--- config.mk ---
export PLATFORM = sky130hd
export DESIGN_NAME = gf180mcu_fd_sc_mcu7t5v0__decap_bank_seq
export DESIGN_NICKNAME = d
export VERILOG_FILES = /design/src/rtl/gf180mcu_fd_sc_mcu7t5v0__decap_pkg.sv /design/src/rtl/gf180mcu_fd_sc_mcu7t5v0__decap_step_tmr.sv /design/src/rtl/gf180mcu_fd_sc_mcu7t5v0__decap_bank_seq.sv
export SDC_FILE = /design/constraint.sdc
export NUM_CORES = 1
export LEC_CHECK = 0
export CAP_MARGIN = 40
export CORE_MARGIN = 2
export CORE_UTILIZATION = 36
export DETAILED_ROUTE_END_ITERATION = 8
export GPL_TIMING_DRIVEN = 0
export PLACE_DENSITY = 0.7
export SYNTH_ARGS = -nofsm -noshare
export SYNTH_HDL_FRONTEND = slang
export SYNTH_SLANG_ARGS = --single-unit
export TNS_END_PERCENT = 20
--- constraint.sdc ---
create_clock -name CLK -period 3.5 [get_ports CLK]
set_input_delay 0.35 -clock CLK [delete_from_list [all_inputs] [get_ports CLK]]
set_output_delay 0.35 -clock CLK [all_outputs]
set_load 0.05 [all_outputs]
--- src/rtl/gf180mcu_fd_sc_mcu7t5v0__decap_pkg.sv ---
// Shared types and helpers for the sequenced decap bank controller.
package gf180mcu_fd_sc_mcu7t5v0__decap_pkg;

  typedef enum logic [1:0] {
    IDLE,
    RAMP_UP,
    RAMP_DOWN,
    SETTLE
  } state_t;

  function automatic int unsigned clog2w(input int unsigned n);
    int unsigned w;
    w = 0;
    for (int unsigned i = 0; i < 32; i++) begin
      if ((64'd1 << i) < 64'(n)) w = i + 1;
    end
    return w;
  endfunction

endpackage

--- src/rtl/gf180mcu_fd_sc_mcu7t5v0__decap_step_tmr.sv ---
// 8-bit down-counting step/settle timer; expired flags the final cycle of a loaded interval.
module gf180mcu_fd_sc_mcu7t5v0__decap_step_tmr (
  input  logic       clk,
  input  logic       rst,
  input  logic       load,
  input  logic [7:0] load_val,
  output logic       expired
);

  logic [7:0] cnt_q;
  logic [7:0] cnt_d;

  always_comb begin
    cnt_d = cnt_q;
    if (load)              cnt_d = load_val;
    else if (cnt_q != '0)  cnt_d = cnt_q - 8'd1;
  end

  always_ff @(posedge clk) begin
    if (rst) cnt_q <= '0;
    else     cnt_q <= cnt_d;
  end

  // A load of N expires on the Nth following edge; a load of 0 or 1 expires on the next one.
  assign expired = (cnt_q <= 8'd1);

endmodule

--- src/rtl/gf180mcu_fd_sc_mcu7t5v0__decap_bank_seq.sv ---
// Sequenced fillcap bank switcher: ramps a thermometer enable one bank per step toward a target.
module gf180mcu_fd_sc_mcu7t5v0__decap_bank_seq
  import gf180mcu_fd_sc_mcu7t5v0__decap_pkg::*;
#(
  parameter  int NBANK      = 8,
  parameter  int STEP_CYC   = 4,
  parameter  int SETTLE_CYC = 2,
  localparam int LW         = clog2w(32'(NBANK) + 32'd1)
) (
`ifdef USE_POWER_PINS
  inout  wire              VDD,
  inout  wire              VSS,
`endif
  input  logic             CLK,
  input  logic             RST,
  input  logic             REQ_VLD,
  input  logic [LW-1:0]    REQ_LVL,
  output logic             REQ_RDY,
  input  logic             ABORT,
  output logic [NBANK-1:0] EN,
  output logic [LW-1:0]    LVL,
  output logic             BUSY,
  output logic             DONE
);

  localparam logic [7:0]    STEP8 = 8'(STEP_CYC);
  localparam logic [7:0]    SET8  = 8'(SETTLE_CYC);
  localparam logic [LW-1:0] NB_L  = LW'(NBANK);

  state_t        state_q, state_d;
  logic [LW-1:0] lvl_q, lvl_d;
  logic [LW-1:0] tgt_q, tgt_d;
  logic          done_q, done_d;
  logic          eq_q, eq_d;
  logic [LW-1:0] req_tgt;
  logic          tmr_load;
  logic [7:0]    tmr_val;
  logic          tmr_exp;

  gf180mcu_fd_sc_mcu7t5v0__decap_step_tmr u_tmr (
    .clk      (CLK),
    .rst      (RST),
    .load     (tmr_load),
    .load_val (tmr_val),
    .expired  (tmr_exp)
  );

  always_comb begin
    state_d  = state_q;
    lvl_d    = lvl_q;
    tgt_d    = tgt_q;
    done_d   = 1'b0;
    eq_d     = 1'b0;
    tmr_load = 1'b0;
    tmr_val  = STEP8;
    req_tgt  = (REQ_LVL > NB_L) ? NB_L : REQ_LVL;
    if (ABORT) begin
      state_d  = SETTLE;
      lvl_d    = '0;
      tgt_d    = '0;
      tmr_load = 1'b1;
      tmr_val  = SET8;
    end else begin
      case (state_q)
        IDLE: begin
          // A no-change request completes one cycle later via eq_q.
          done_d = eq_q;
          if (REQ_VLD) begin
            tgt_d = req_tgt;
            if (req_tgt > lvl_q) begin
              state_d  = RAMP_UP;
              tmr_load = 1'b1;
            end else if (req_tgt < lvl_q) begin
              state_d  = RAMP_DOWN;
              tmr_load = 1'b1;
            end else begin
              eq_d = 1'b1;
            end
          end
        end
        RAMP_UP: begin
          if (tmr_exp) begin
            lvl_d    = lvl_q + LW'(1);
            tmr_load = 1'b1;
            if (lvl_d == tgt_q) begin
              state_d = SETTLE;
              tmr_val = SET8;
            end
          end
        end
        RAMP_DOWN: begin
          if (tmr_exp) begin
            lvl_d    = lvl_q - LW'(1);
            tmr_load = 1'b1;
            if (lvl_d == tgt_q) begin
              state_d = SETTLE;
              tmr_val = SET8;
            end
          end
        end
        SETTLE: begin
          if (tmr_exp) begin
            state_d = IDLE;
            done_d  = 1'b1;
          end
        end
        default: state_d = IDLE;
      endcase
    end
  end

  always_ff @(posedge CLK) begin
    if (RST) begin
      state_q <= IDLE;
      lvl_q   <= '0;
      tgt_q   <= '0;
      done_q  <= 1'b0;
      eq_q    <= 1'b0;
    end else begin
      state_q <= state_d;
      lvl_q   <= lvl_d;
      tgt_q   <= tgt_d;
      done_q  <= done_d;
      eq_q    <= eq_d;
    end
  end

  // Enables are derived from the level count, so EN is thermometer coded by construction.
  always_comb begin
    EN = '0;
    for (int unsigned i = 0; i < NBANK; i++) begin
      EN[i] = (i < 32'(lvl_q));
    end
  end

  assign LVL     = lvl_q;
  assign BUSY    = (state_q != IDLE);
  assign DONE    = done_q;
  assign REQ_RDY = (state_q == IDLE) && !ABORT;

`ifndef FUNCTIONAL
  specify
  endspecify
`endif

endmodule

# After elaboration in Yosys (flattened, before gate mapping)

Index checks and enable logic that the tools add are counted.

Equality and inequality tests: 14
Magnitude comparators: 12
Reduce and logical (&&, ||, !) cells: 13
Bitwise logic cells: 2
Add/subtract/negate cells: 3
Muxes and demuxes: 30

Operators by type and width:

| operator              | count |
|---|---|
| $mux W2               | 9 |
| $ne A3 B3 Y1 const B  | 6 |
| $lt A3 B4 Y1 const A  | 4 |
| $mux W8               | 2 |
| $mux W3               | 5 |
| $mux W4               | 3 |
| $eq A4 B4 Y1          | 2 |
| $le A8 B1 Y1 const B  | 1 |
| $lt A1 B4 Y1 const A  | 2 |
| $lt A2 B4 Y1 const A  | 2 |
| $pmux W2 S4           | 1 |
| $pmux W4 S2           | 1 |
| $reduce_bool A8 Y1    | 1 |
| $sub A8 B1 Y8 const B | 1 |
| $reduce_and A7 Y1     | 1 |
| $mux W1               | 6 |
| $pmux W3 S2           | 1 |
| $reduce_bool A2 Y1    | 3 |
| $reduce_or A5 Y1      | 1 |
| $add A4 B1 Y4 const B | 1 |
| $eq A2 B2 Y1 const B  | 2 |
| $gt A4 B4 Y1          | 1 |
| $gt A4 B4 Y1 const B  | 1 |
| $lt A4 B4 Y1          | 1 |
| other kinds (12)      | 16 |

Bits in registers: 20
Output and inout bits: 15
Bits of input ports: 8

# Depth between registers and ports, before layout

Word-level depth: 9
Mapped depth: 10
Gate-level depth less buffers: 8

# Modules after synthesis

From an unflattened synthesis, not the netlist that was laid out.

Cells, all modules: 198
Area, all modules: 1557.7 µm²

Modules (own cells, without submodules):

| module                                  | area each (µm²) | times used | cells each |
|---|---|---|---|
| gf180mcu_fd_sc_mcu7t5v0__decap_bank_seq | 1079.8          | 1          | 140 |
| gf180mcu_fd_sc_mcu7t5v0__decap_step_tmr | 478.0           | 1          | 58 |

# Least setup slack after synthesis

No wires, ideal clock.

Path kind: reg2reg
From: register lvl_q[0], in the netlist LVL[0]
To: register state_q[1]
Clock period less this slack: 2.869 ns
Path buffers: 0
Setup time: 0.074 ns
Arrival: 2.794 ns
Data required time: 3.426 ns
Setup slack: 0.631 ns
Cell stages (with the launch flop): 8
Path through: dfxtp_1 -> inv_1 -> ha_1 -> xnor2_1 -> or4_1 -> a221o_1 -> or3_1 -> a31oi_1

Word-level cells in the longest chain between the ends: 5
Elaborated cells on any way between the ends: 14
Classes of those cells: add/sub: 2; order compare: 2; eq/ne: 5; mux: 4; reduce/logical: 1

RTL lines:

| item                                                                  | line                                           | RTL |
|---|---|---|
| start: declaration                                                    | gf180mcu_fd_sc_mcu7t5v0__decap_bank_seq.sv:31  | `logic [LW-1:0] lvl_q, lvl_d;` |
| start signal: assignment                                              | gf180mcu_fd_sc_mcu7t5v0__decap_bank_seq.sv:121 | `lvl_q <= lvl_d;` |
| parallel branches: the longest is 5 deep, another holds $sub A4 B1 Y4 | n/a                                            |  |
| end signal: assignment                                                | gf180mcu_fd_sc_mcu7t5v0__decap_bank_seq.sv:120 | `state_q <= state_d;` |
| end: declaration                                                      | gf180mcu_fd_sc_mcu7t5v0__decap_bank_seq.sv:30  | `state_t state_q, state_d;` |

Several ways; the timed one is not identified. The select of a mux whose other input is x is not followed.
A chain may end at the register's enable or synchronous reset.

# Worst setup path after layout

From: register lvl_q[0], in the netlist LVL[0]
To: register state_q[0]

The elaborated chain is that of the path after synthesis.

==> flow_metrics.env <==
export IMPL_status="finished, final reports clean"
export IMPL_netlist_top_cells_area="dfxtp_1, ha_1, xnor2_1, nand2_1, nor2_1"
export IMPL_rsz0062_at_grt="no"
export IMPL_synthAdderAreaFrac_pct=12.3
export IMPL_die_h_um=66.8
export IMPL_min_to="tgt_q[1]"
export IMPL_maxCapViolations=0
export IMPL_hold_viol=0
export IMPL_grt_start_max_net_pins=11
export IMPL_nFillCells=381
export IMPL_critPathMaxStageDelay_ns=0.53
export IMPL_numPortBuffers=22
export IMPL_yosysMostFrequentCell="dfxtp_1"
export IMPL_numCtsBuffers=3
export IMPL_r2r_end="state_q[0]"
export IMPL_pwr_density_cell_nw_per_um2=841
export IMPL_area_growth_syn_to_layout_pct=22.6
export IMPL_yosys_area_share_simple_pct=25.5
export IMPL_async_reset_ff_share_pct=0
export IMPL_yosysWarningCount=0
export IMPL_cts_max_level=1
export IMPL_syn_nets=206
export IMPL_slew_viol_final=0
export IMPL_tns_ns=0
export IMPL_core_area_um2=3720
export IMPL_hp_class="register to register"
export IMPL_drc=0
export IMPL_antenna_found_initial=0
export IMPL_path_clk_slew_ns=0.07
export IMPL_drive_gt1_share_pct=5.74
export IMPL_critPathBufInv=1
export IMPL_ios=23
export IMPL_critPathArrivalTime_ns=2.91
export IMPL_path_max_fanout=8
export IMPL_crit_path_start_kind="register"
export IMPL_synth_top_area_cell="dfxtp_1"
export IMPL_path_cells="inv_1 > ha_1 > xnor2_1 > or4_1 > a221o_1 > a2111oi_0 > a311oi_1"
export IMPL_crit_required_ns=3.63
export IMPL_synth_common_cells="dfxtp_1, nand2_1, nor2_1"
export IMPL_fin_skew_ns=0.00303
export IMPL_utilization_pct=46.9
export IMPL_grtUsageTotal_pct=14.8
export IMPL_synth_compound_area_share_pct=15.9
export IMPL_syn_area_um2=1420
export IMPL_syn_area_per_cell_um2=7.72
export IMPL_rows=22
export IMPL_r2r_slack_ns=0.72
export IMPL_dp_hpwl_mm=2.35
export IMPL_p_leak_nw=0.681
export IMPL_worst_r2r_startpoint="LVL[0]"
export IMPL_cpMaxStageDelayCell="or4_1"
export IMPL_fmax_mhz=360
export IMPL_synth_cell_types=38
export IMPL_cts_path_max_buffers=2
export IMPL_slew_headroom_pct=66.7
export IMPL_synth_top_cell_area_share_pct=28.2
export IMPL_worstRegToRegCells=7
export IMPL_wl_per_cell_um=11.5
export IMPL_hp_start="tgt_q[1]"
export IMPL_vdd_drop_max_v=0.000397
export IMPL_initial_core_util_pct=38.2
export IMPL_grt_pass1_vias=1132
export IMPL_dr_first_iter_drc_count=45
export IMPL_vias=1285
export IMPL_ys_ff_latch=20
export IMPL_setup_viol=0
export IMPL_synth_edf_count=0
export IMPL_synth_top_family_by_area="simple AND/OR/NAND/NOR gates"
export IMPL_synth_mux_area_share_pct=0.705
export IMPL_cts_resized=0
export IMPL_syn_inst=184
export IMPL_grt_overflow=0
export IMPL_via_per_inst=5.00
export IMPL_path_class="register to register"
export IMPL_nNetsFinal=233
export IMPL_wirelength_mm=2.97
export IMPL_cp_end_kind="register"
export IMPL_cts_tree="built"
export IMPL_synth_xor_area_share_pct=9.78
export IMPL_yosysSeqAreaShare_pct=28.2
export IMPL_ctsRootBufferMaster="clkbuf_8"
export IMPL_gp_congestion=0.827
export IMPL_hold_path_cell_count=2
export IMPL_diodes=0
export IMPL_drtAntennaViolNets=0
export IMPL_worst_slew_pin_slew_ns=0.498
export IMPL_cts_hold_buf=0
export IMPL_grt_pass1_wl_mm=5.07
export IMPL_min_period_ns=2.78
export IMPL_clk_insertion_delay_late_ns=0.26
export IMPL_clock_sinks=20
export IMPL_post_cts_buffers=0
export IMPL_ys_flop_type="dfxtp_1"
export IMPL_period_share_pct=79.4
export IMPL_cp_top_family="compound AO/OA/AOI/OAI gates"
export IMPL_fp_dieW_um=66.8
export IMPL_die_area_um2=4460
export IMPL_firstDrtPassIters=4
==> cell usage in the layout, fill, tap and decap left out, types with 8 or more instances in the layout <==
cell type	Yosys	final
clkdlybuf4s50_1	0	22
nor3_1	8	8
o21ai_0	9	9
nand2_1	19	19
nand3_1	8	8
dfxtp_1	20	20
nor2_1	19	19
xnor2_1	10	10
a21oi_1	12	12
ha_1	14	14
inv_1	15	15
==> per-stage QoR <==
stage,cell area [µm²],total power [mW],std cells,setup slack (ns),hold slack (ns)
4_1_cts,1740,1.47,257,0.732,0.474
2_1_floorplan,1420,1.09,184,0.631,0.419
3_5_place_dp,1700,1.31,254,0.752,0.464
5_1_grt,1740,1.58,257,0.538,0.481
3_3_place_gp,1700,1.31,254,0.747,0.461
6_report,1740,1.47,257,0.720,0.473
==> cell families (layout without fill, tap and decap cells) <==
family,count (synthesis),in the layout
compound gates,36,36
xor+xnor,15,15
fa+ha+maj,14,14
buf+inv,23,48
flops,20,20
mux,1,1
simple gates,75,75
==> where the power goes <==
group / switching (mW) / internal (mW)
combinational: 0.599 / 0.384
clock: 0.0753 / 0.0767
sequential: 0.0549 / 0.275
total: 0.729 / 0.736
==> final cells by class <==
type / instances / area [µm²] / share of cell area (%)
multi-input combinational: 141 / 912 / 52.4
sequential: 20 / 400 / 23.0
timing repair buffer: 22 / 220 / 12.6
tap: 48 / 60.1 / 3.45
inverter: 15 / 56.3 / 3.23
buffer: 8 / 51.3 / 2.95
clock buffer: 3 / 41.3 / 2.37
==> worst max path at each step <==
stage	from	endpoint	slack, ns	cells past startpoint
3_3_place_gp	LVL[0]	state_q[0]	0.75	7
2_1_floorplan	LVL[0]	state_q[1]	0.63	7
3_5_place_dp	LVL[0]	state_q[0]	0.75	7
6_report	LVL[0]	state_q[0]	0.72	7
4_1_cts	LVL[0]	state_q[0]	0.73	7
5_1_grt	LVL[0]	state_q[0]	0.54	7
==> per-layer routing <==
metal,routed length [µm],global-route usage [%],up-vias
li1,-,-,683
met1,1520,20.9,577
met2,1300,23.4,21
met3,104,1.52,4
met4,40,5.36,0
met5,0,0,-
==> sequential cells by signal (all words and copies together) (netlist names) <==
name         flops
u_tmr.cnt_q      8
state_q          2
eq_q             1
LVL              4
tgt_q            4
DONE             1
==> tightest hold or removal path: stages, from the launching register on <==
cell and delay (ns):
dfxtp_1 0.32, nand2_1 0.05, a21oi_1 0.05
(Power assumes the default switching activity.)
